**src/rtl/pixel_mem_arbiter.sv**
```systemverilog
// rtl/pixel_mem_arbiter.sv - single-port frame buffer arbiter between video scanout and host writes
module pixel_mem_arbiter #(
    parameter int IMG_W  = 640,
    parameter int IMG_H  = 480,
    parameter int PIX_W  = 4,
    parameter int ADDR_W = $clog2(IMG_W * IMG_H),
    parameter int RD_LAT = 1,
    parameter int CNT_W  = 16
) (
    input  logic              clk_in,
    input  logic              resetn,
    input  logic              h_blank,
    input  logic              v_blank,
    input  logic [ADDR_W-1:0] scan_addr,
    input  logic              vblank_only,
    input  logic              wr_valid,
    output logic              wr_ready,
    input  logic [ADDR_W-1:0] wr_addr,
    input  logic [PIX_W-1:0]  wr_data,
    output logic              mem_en,
    output logic              mem_we,
    output logic [ADDR_W-1:0] mem_addr,
    output logic [PIX_W-1:0]  mem_wdata,
    input  logic [PIX_W-1:0]  mem_rdata,
    output logic [PIX_W-1:0]  pix_out,
    output logic              pix_valid,
    output logic              frame_start,
    input  logic              clear_stats,
    output logic [CNT_W-1:0]  wr_count_last,
    output logic [CNT_W-1:0]  stall_cnt
);

    typedef enum logic [1:0] {
        ST_VIS = 2'd0,
        ST_HBL = 2'd1,
        ST_VBL = 2'd2
    } state_t;

    localparam logic [CNT_W-1:0] CNT_MAX = '1;

    state_t            state;
    logic              mode_latched;
    logic [CNT_W-1:0]  wr_cnt;
    logic [RD_LAT-1:0] rd_pipe;

    logic             vis;
    logic             allow;
    logic             accept;
    logic             stall;
    logic             prev_vblank;
    logic             v_rise;
    logic             v_fall;
    logic             scan_issued;
    logic [CNT_W-1:0] wr_cnt_next;

    // Host may only touch memory while scanout is idle; tear-free mode also excludes h-blank
    assign vis         = ~h_blank & ~v_blank;
    assign allow       = v_blank | (h_blank & ~mode_latched);
    assign wr_ready    = allow;
    assign accept      = wr_valid & allow;
    assign stall       = wr_valid & ~allow;

    // The FSM state doubles as the registered copy of v_blank used for edge detection
    assign prev_vblank = (state == ST_VBL);
    assign v_rise      = v_blank & ~prev_vblank;
    assign v_fall      = ~v_blank & prev_vblank;

    // A read in flight is an enabled, non-write memory cycle
    assign scan_issued = mem_en & ~mem_we;
    assign pix_valid   = rd_pipe[RD_LAT-1];
    assign pix_out     = pix_valid ? mem_rdata : '0;

    assign wr_cnt_next = (accept && (wr_cnt != CNT_MAX)) ? wr_cnt + CNT_W'(1) : wr_cnt;

    // Track video region, latch tear-free mode at the start of vertical blanking, flag frame start
    always_ff @(posedge clk_in or negedge resetn) begin
        if (!resetn) begin
            state        <= ST_VBL;
            mode_latched <= 1'b0;
            frame_start  <= 1'b0;
        end else begin
            if (v_blank) begin
                state <= ST_VBL;
            end else if (h_blank) begin
                state <= ST_HBL;
            end else begin
                state <= ST_VIS;
            end
            if (v_rise) begin
                mode_latched <= vblank_only;
            end
            frame_start <= v_fall;
        end
    end

    // Memory port arbitration: scanout first, then an allowed host write, else idle with held bus
    always_ff @(posedge clk_in or negedge resetn) begin
        if (!resetn) begin
            mem_en    <= 1'b0;
            mem_we    <= 1'b0;
            mem_addr  <= '0;
            mem_wdata <= '0;
        end else if (vis) begin
            mem_en   <= 1'b1;
            mem_we   <= 1'b0;
            mem_addr <= scan_addr;
        end else if (accept) begin
            mem_en    <= 1'b1;
            mem_we    <= 1'b1;
            mem_addr  <= wr_addr;
            mem_wdata <= wr_data;
        end else begin
            mem_en <= 1'b0;
            mem_we <= 1'b0;
        end
    end

    // Delay the scan flag so it lines up with the memory's read data
    always_ff @(posedge clk_in or negedge resetn) begin
        if (!resetn) begin
            rd_pipe <= '0;
        end else begin
            rd_pipe[0] <= scan_issued;
            for (int i = 1; i < RD_LAT; i++) begin
                rd_pipe[i] <= rd_pipe[i-1];
            end
        end
    end

    // Per-frame accepted-write count, snapshotted at the start of vertical blanking
    always_ff @(posedge clk_in or negedge resetn) begin
        if (!resetn) begin
            wr_cnt        <= '0;
            wr_count_last <= '0;
        end else if (v_rise) begin
            wr_count_last <= wr_cnt_next;
            wr_cnt        <= accept ? CNT_W'(1) : '0;
        end else begin
            wr_cnt <= wr_cnt_next;
        end
    end

    // Saturating count of cycles where the host was held off
    always_ff @(posedge clk_in or negedge resetn) begin
        if (!resetn) begin
            stall_cnt <= '0;
        end else if (clear_stats) begin
            stall_cnt <= '0;
        end else if (stall && (stall_cnt != CNT_MAX)) begin
            stall_cnt <= stall_cnt + CNT_W'(1);
        end
    end

endmodule

```
**config.mk**
```make
export PLATFORM = sky130hd
export DESIGN_NAME = pixel_mem_arbiter
export DESIGN_NICKNAME = d
export VERILOG_FILES = /design/src/rtl/pixel_mem_arbiter.sv
export SDC_FILE = /design/constraint.sdc
export NUM_CORES = 1
export LEC_CHECK = 0
export CAP_MARGIN = 25
export CORE_ASPECT_RATIO = 1.4
export CORE_MARGIN = 5
export CORE_UTILIZATION = 40
export DETAILED_ROUTE_END_ITERATION = 10
export PLACE_DENSITY_LB_ADDON = 0.12
export SLEW_MARGIN = 5
export SYNTH_ARGS = -nofsm -noshare
export SYNTH_HDL_FRONTEND = slang
export SYNTH_SLANG_ARGS = --single-unit
```
**constraint.sdc**
```tcl
create_clock -name clk_in -period 2.37 [get_ports clk_in]
set_input_delay 0.711 -clock clk_in [delete_from_list [all_inputs] [get_ports clk_in]]
set_output_delay 0.711 -clock clk_in [all_outputs]
set_load 0.02 [all_outputs]
```
==> summary.md, run 1 <==
| Metric | Value |
|---|---|
| Post-synth top area share | `0.524` |
| Routed WL per cell | `between 10 and 15 um` |
| Fin worst setup slack | `between 0.05 and 0.06 ns` |
| Clk sink count | `78` |
| Critical Path RT | `~1.7 ns` |
| Vias in the first global route | `approximately 3,300` |
| Worst-path clk slew | `0.05 ns` |
| RSZ-0062 raised after global routing | `false` |
| Rows | `slightly above 40` |
| Synth cell types | `51` |
| Sequential cell area fraction in the yosys report | `0.531` |
| Hold Buf Count CTS | `0` |
| Synth top area cells | `dfrtp_1 52%, nand2_1 8.5%, nor2_1 6.0%` |
| Min Tclk post-route | `2.32 ns` |
| Setup-failing EPs final | `0` |
| Final nets | `580` |
| Total clock buffers created by CTS | `9` |
| GRT Util Overall | `0.173` |
| Die Width | `between 90 and 100 um` |
| Worst hold path class | `input pin to asynchronous set/reset pin` |
| Floorplan core area | `~0.009 mm2` |
| Worst endpoint data arrival time | `between 1.5 and 2 ns` |
| Crit-path max FO | `1` |
| Pin count of the biggest net entering global routing | `approximately 50` |
| DR iter-0 viols | `between 100 and 150` |
| Layout cells sized above 1 | `0.106` |
| Syn Area/Cell | `9.28 um2` |
| Warnings from Yosys | `0` |
| Die area | `roughly 0.011 mm2` |
| Layout fillers | `roughly 810` |
| P&R area growth vs syn | `45.6%` |
| Count leader, synth | `nand2_1` |
| Pre-CTS WS | `-0.336 ns` |
| Clk Latency, worst-skew pair | `~0.34 ns` |
| # DRC | `0` |
| Cell area after synthesis | `approximately 0.0037 mm2` |
| Cells after Synth | `396` |
| DR pass1 iterations | `4` |
| Ant. Diodes | `0` |
| Routed Wire Length | `9450 um` |
| Ys async rst share | `1.00` |
| EDFF count, synth | `0` |
| Fmax | `~430 MHz` |
| CTS tree | `built` |
| Final Cell Area | `~0.0054 mm2` |
| Worst hold margin | `0.311 ns` |
| IO buf count | `116` |
| Post-synth top cells | `83 x nand2_1, 77 x dfrtp_1, 59 x nor2_1, 20 x a31oi_1, 17 x o21ai_0` |
| Synthesized Nets | `between 400 and 500` |
| Hold Vio Cnt, Final | `0` |
| Cell accounting for the most synthesized area | `dfrtp_1` |
| Total gr overflow | `0` |
| Root buf cell | `clkbuf_16` |
| Status | `finished clean` |
| Worst IR Drop VDD | `0.469 mV` |
| Starting Density | `0.409` |
| Max clock buf depth | `2` |
| DR vias | `between 3,000 and 4,000` |
| Hpwl dp | `around 7000 um` |
| Final Util | `0.596` |
| DR vias/cell | `5.10` |
| Post-DRT Antenna Nets | `0` |
| Pleak | `~0.0023 uW` |
| First-pass GRT wire length | `around 16,000 um` |
| Post-synth top flop | `dfrtp_1` |
| Synthesized flop and latch total | `78` |
| IO Count | `117` |
| Max Transition Viols Final | `0` |
| RePlAce Congestion | `0.832` |
| Pwr Density | `~620 mW/mm2` |
| Worst setup SP type | `input pin` |
| Max_cap viols | `0` |
| Crit end category | `output port` |
| Max-slew headroom | `0.557` |
| H-Tree Depth | `3` |
| CP Class | `input pin to output port` |
| Period utilization | `0.978` |
| Worst Tran Pin Value | `roughly 0.67 ns` |
| Initial antenna violation count | `0` |
| DP Area | `slightly above 0.005 mm2` |
| Worst Skew | `~0.0073 ns` |
| Die height | `roughly 120 um` |
==> area by class of cell <==
| cell class | instances | area [um2] | area share |
|---|---|---|---|
| Sequential cell | 78 | 1950 | 0.365 |
| Multi-Input combinational cell | 290 | 1620 | 0.302 |
| Timing Repair Buffer | 137 | 1350 | 0.251 |
| Clock buffer | 10 | 229 | 0.0428 |
| Tap cell | 107 | 134 | 0.0250 |
| Clock inverter | 6 | 38.8 | 0.00725 |
| Inverter | 9 | 33.8 | 0.00631 |
==> final timing paths <==
path,from,endpoint,slack (ns),cells after the start
min in group clk_in,mem_we,pix_valid,0.44,1
worst max register to register,wr_cnt[0],wr_cnt[14],0.25,6
worst min register to register,mem_we,pix_valid,0.44,1
worst max-delay path,mem_rdata[2],pix_out[2],0.05,3
max in group asynchronous,resetn,state[1],1.41,2
worst min-delay path,resetn,wr_count_last[13],0.31,1
==> routing by layer <==
layer  vias to the layer above  share of wire  track usage
li1                       1613              -            -
met2                        92           0.51        0.300
met4                         0         0.0080       0.0541
met3                         6          0.087       0.0767
met1                      1537           0.40        0.190
met5                         -              0            0
==> critical path, stage by stage <==
cell             delay (ns)
clkdlybuf4s50_1        0.44
and2_1                 0.12
dlygate4sd2_1          0.33
==> stage by stage <==
step | power [uW] | TNS, ns | cells
floorplan | 1760 | 0 | 396
global placement | 2120 | -5.70 | 621
detailed placement | 2130 | -7.18 | 621
CTS | 3390 | 0 | 637
global route | 3500 | 0 | 637
finish | 3340 | 0 | 637
==> sequential cells by signal, indices dropped and copies added (netlist names) <==
register	cells
mem_addr	19
stall_cnt	16
wr_cnt	16
wr_count_last	16
mem_wdata	4
state	2
frame_start	1
mem_en	1
mem_we	1
mode_latched	1
pix_valid	1
==> kinds of logic (layout without fill, tap and decap cells) <==
kind of cell	after synthesis	count (layout)	synth area share
AO/OA/AOI/OAI	60	60	0.107
XOR/XNOR	17	17	0.0405
adder cells (fa/ha/maj)	2	2	0.00681
buffers and inverters	28	162	0.0300
flip-flops	78	78	0.531
multiplexers	8	8	0.0221
AND/OR/NAND/NOR	203	203	0.263
==> cell usage in the layout, fill, tap and decap left out, types with 3 or more instances in the layout <==
| cell | netlist | routed |
|---|---|---|
| o21ai_0 | 17 | 17 |
| mux2i_1 | 7 | 7 |
| clkbuf_16 | 0 | 9 |
| clkinv_2 | 0 | 3 |
| nor4_1 | 6 | 5 |
| clkdlybuf4s50_1 | 0 | 110 |
| nand4_1 | 11 | 11 |
| xor2_1 | 3 | 3 |
| dlygate4sd2_1 | 0 | 3 |
| a21oi_1 | 5 | 5 |
| nand2b_1 | 3 | 3 |
| buf_12 | 0 | 3 |
| nor2_1 | 59 | 59 |
| a31oi_1 | 20 | 20 |
| nand2_1 | 83 | 83 |
| nor3_1 | 8 | 8 |
| nor4_2 | 2 | 3 |
| inv_1 | 8 | 8 |
| dfrtp_1 | 77 | 77 |
| and2_1 | 6 | 6 |
| nand3_1 | 7 | 7 |
| nor2b_1 | 4 | 4 |
| buf_4 | 0 | 19 |
| xnor2_1 | 14 | 14 |
==> what timing repair did <==
| item | 4_1_cts | 5_1_grt |
|---|---|---|
| gates resized for setup | 7 | 3 |
| endpoints found under the setup margin | 5 | 4 |
| pin swaps | 0 | 1 |
| buffers inserted | 0 | 0 |
| gates cloned | 0 | 0 |
==> power by group <==
| part | leakage [uW] | internal, uW | switching [uW] |
|---|---|---|---|
| clock | 0.000128 | 705 | 546 |
| combinational | 0.00112 | 300 | 310 |
| sequential | 0.00102 | 1420 | 56.5 |
(Power assumes the default switching activity.)
==> inputs of run 2 (changes only) <==
PLACE_DENSITY = 0.71   (was not set)
PLACE_DENSITY_LB_ADDON = not set   (was 0.12)
==> run 2 against run 1 <==
  * Setup slack got worse by 0.014 ns
  * Via count rose by 3.0%
  * First-iteration DRC count rose by 37%
  * Clock power barely moved
  * Register-to-register slack barely moved
  * Die area did not move
==> summary.md, run 2 (same netlist as run 1, synthesis figures left out) <==
| Metric | Value |
|---|---|
| Max reg flops | `19 (unchanged)` |
| DR pass1 iterations | `4 (unchanged)` |
| Layout cells sized above 1 | `0.107 (+0.00108)` |
| DR vias/cell | `5.22 (+2.3%)` |
| Fin cells | `641 (+0.63%)` |
| Hpwl dp | `7450 um (+7.8%)` |
| Layout fillers | `766 (-5.9%)` |
| Routed Wire Length | `9820 um (+3.9%)` |
| Max clock buf depth | `2 (unchanged)` |
| Total clock buffers created by CTS | `9 (unchanged)` |
| Floorplan core area | `0.00898 mm2 (unchanged)` |
| Worst Skew | `0.00670 ns (-0.000649 ns)` |
| Worst endpoint data arrival time | `1.62 ns (about the same)` |
| IO Count | `117 (unchanged)` |
| DR iter-0 viols | `149 (+37%)` |
| Crit-path max FO | `1 (unchanged)` |
| Clk sink count | `78 (unchanged)` |
| IO buf count | `116 (unchanged)` |
| Post-CTS Setup Inserts | `0 (unchanged)` |
| Post-DRT Antenna Nets | `0 (unchanged)` |
| CP Class | `input pin to output port` |
| Die area | `0.0112 mm2 (unchanged)` |
| Max_cap viols | `0 (unchanged)` |
| CTS tree | `built` |
| Max Transition Viols Final | `0 (unchanged)` |
| Fin worst setup slack | `0.0394 ns (-0.0136 ns)` |
| Crit end category | `output port` |
| Worst hold path class | `input pin to asynchronous set/reset pin` |
| Starting Density | `0.409 (unchanged)` |
| Pre-CTS WS | `-0.317 ns (+0.0181 ns)` |
| Status | `finished clean` |
| Largest reg by FF count | `mem_addr` |
| Setup-failing EPs final | `0 (unchanged)` |
| Critical Path RT | `1.66 ns (about the same)` |
| Ant. Diodes | `0 (unchanged)` |
| H-Tree Depth | `3 (unchanged)` |
| Most common cell after layout, fill and taps aside | `clkdlybuf4s50_1` |
| Worst hold margin | `0.331 ns (+0.0197 ns)` |
| Die Width | `91.0 um (unchanged)` |
| Rows | `41 (unchanged)` |
| Max-slew headroom | `0.563 (+0.00621)` |
| Worst-path clk slew | `0.05 ns (about the same)` |
| Pwr Density | `622 mW/mm2 (-0.37%)` |
| Most frequent cells in the layout | `110 x clkdlybuf4s50_1, 83 x nand2_1, 77 x dfrtp_1, 59 x nor2_1, 24 x buf_4` |
| Post-placement cell count | `625 (+0.64%)` |
| Min Tclk post-route | `2.33 ns (+0.0136 ns)` |
| Overall power | `3330 uW (-0.16%)` |
| Initial antenna violation count | `0 (unchanged)` |
| R2R Setup Slk | `0.26 ns (about the same)` |
| Hold Buf Count CTS | `0 (unchanged)` |
| Root buf cell | `clkbuf_16` |
| Worst Tran Pin Value | `0.650 ns (-0.0153 ns)` |
| Vias in the first global route | `3,365 (+1.7%)` |
| Worst IR Drop VDD | `0.400 mV (-15%)` |
| Total gr overflow | `0 (unchanged)` |
| Fmax | `429 MHz (-0.58%)` |
| Final nets | `584 (+0.69%)` |
| First-pass GRT wire length | `15,700 um (+0.26%)` |
| Die height | `123 um (unchanged)` |
| Pleak | `0.00228 uW (+0.84%)` |
| # DRC | `0 (unchanged)` |
| Pin count of the biggest net entering global routing | `46 (-6.1%)` |
| Clk Latency, worst-skew pair | `0.33 ns (about the same)` |
| Worst setup SP type | `input pin` |
| Hold Vio Cnt, Final | `0 (unchanged)` |
| DR vias | `3,344 (+3.0%)` |
| Routed WL per cell | `15.3 um (+3.3%)` |
| Period utilization | `0.983 (+0.00572)` |
| Setup total negative slack | `0 ns (unchanged)` |
| GRT Util Overall | `0.175 (+0.00166)` |
| P&R area growth vs syn | `45.9%` |
| RSZ-0062 raised after global routing | `false` |
| RePlAce Congestion | `0.868 (+4.4%)` |
run 2: routing by layer:
layer | up-vias | wire, um | track usage | part of all wire
met1 | 1605 | 3800 | 0.194 | 0.39
met2 | 87 | 5160 | 0.302 | 0.53
met4 | 0 | 339 | 0.110 | 0.035
met5 | - | 0 | 0 | 0
met3 | 24 | 520 | 0.0377 | 0.053
li1 | 1628 | - | - | -
run 2: area by class of cell:
cell class,instances,area (um2),area share
flip-flops and latches,78,1950,0.364
inverters,9,33.8,0.00630
clock buffers,14,254,0.0474
multi-input cells,290,1620,0.301
repair buffers,141,1360,0.254
clock inverters,2,10.0,0.00187
well taps,107,134,0.0250
run 2: stage by stage:
stage | cell area (um2) | util
global placement | 5100 | 0.569
finish | 5360 | 0.597
CTS | 5360 | 0.597
global route | 5360 | 0.597
detailed placement | 5100 | 0.569
floorplan | 3670 | -
run 2: path summary, 6_finish.rpt:
| kind | start | end | depth (start not counted) |
|---|---|---|---|
| min | resetn | wr_count_last[5] | 1 |
| max in group asynchronous | resetn | state[1] | 2 |
| max | mem_rdata[2] | pix_out[2] | 3 |
| max reg2reg | wr_cnt[0] | wr_count_last[14] | 6 |
| min reg2reg | mem_we | pix_valid | 1 |
| min in group clk_in | mem_we | pix_valid | 1 |
run 2: report_power, final:
group	total, uW	internal [uW]	switching [uW]
Clock	1230	735	499
Combinational	621	304	317
Sequential	1480	1420	56.3
Total	3330	2460	873
run 2: timing repair:
item,in CTS,in global routing
gates resized for setup,7,2
setup endpoints to repair,5,2
pin swaps,0,0
run 2: critical path: stages:
cell             delay (ns)
clkdlybuf4s50_1        0.46
and2_1                 0.12
dlygate4sd2_1          0.33
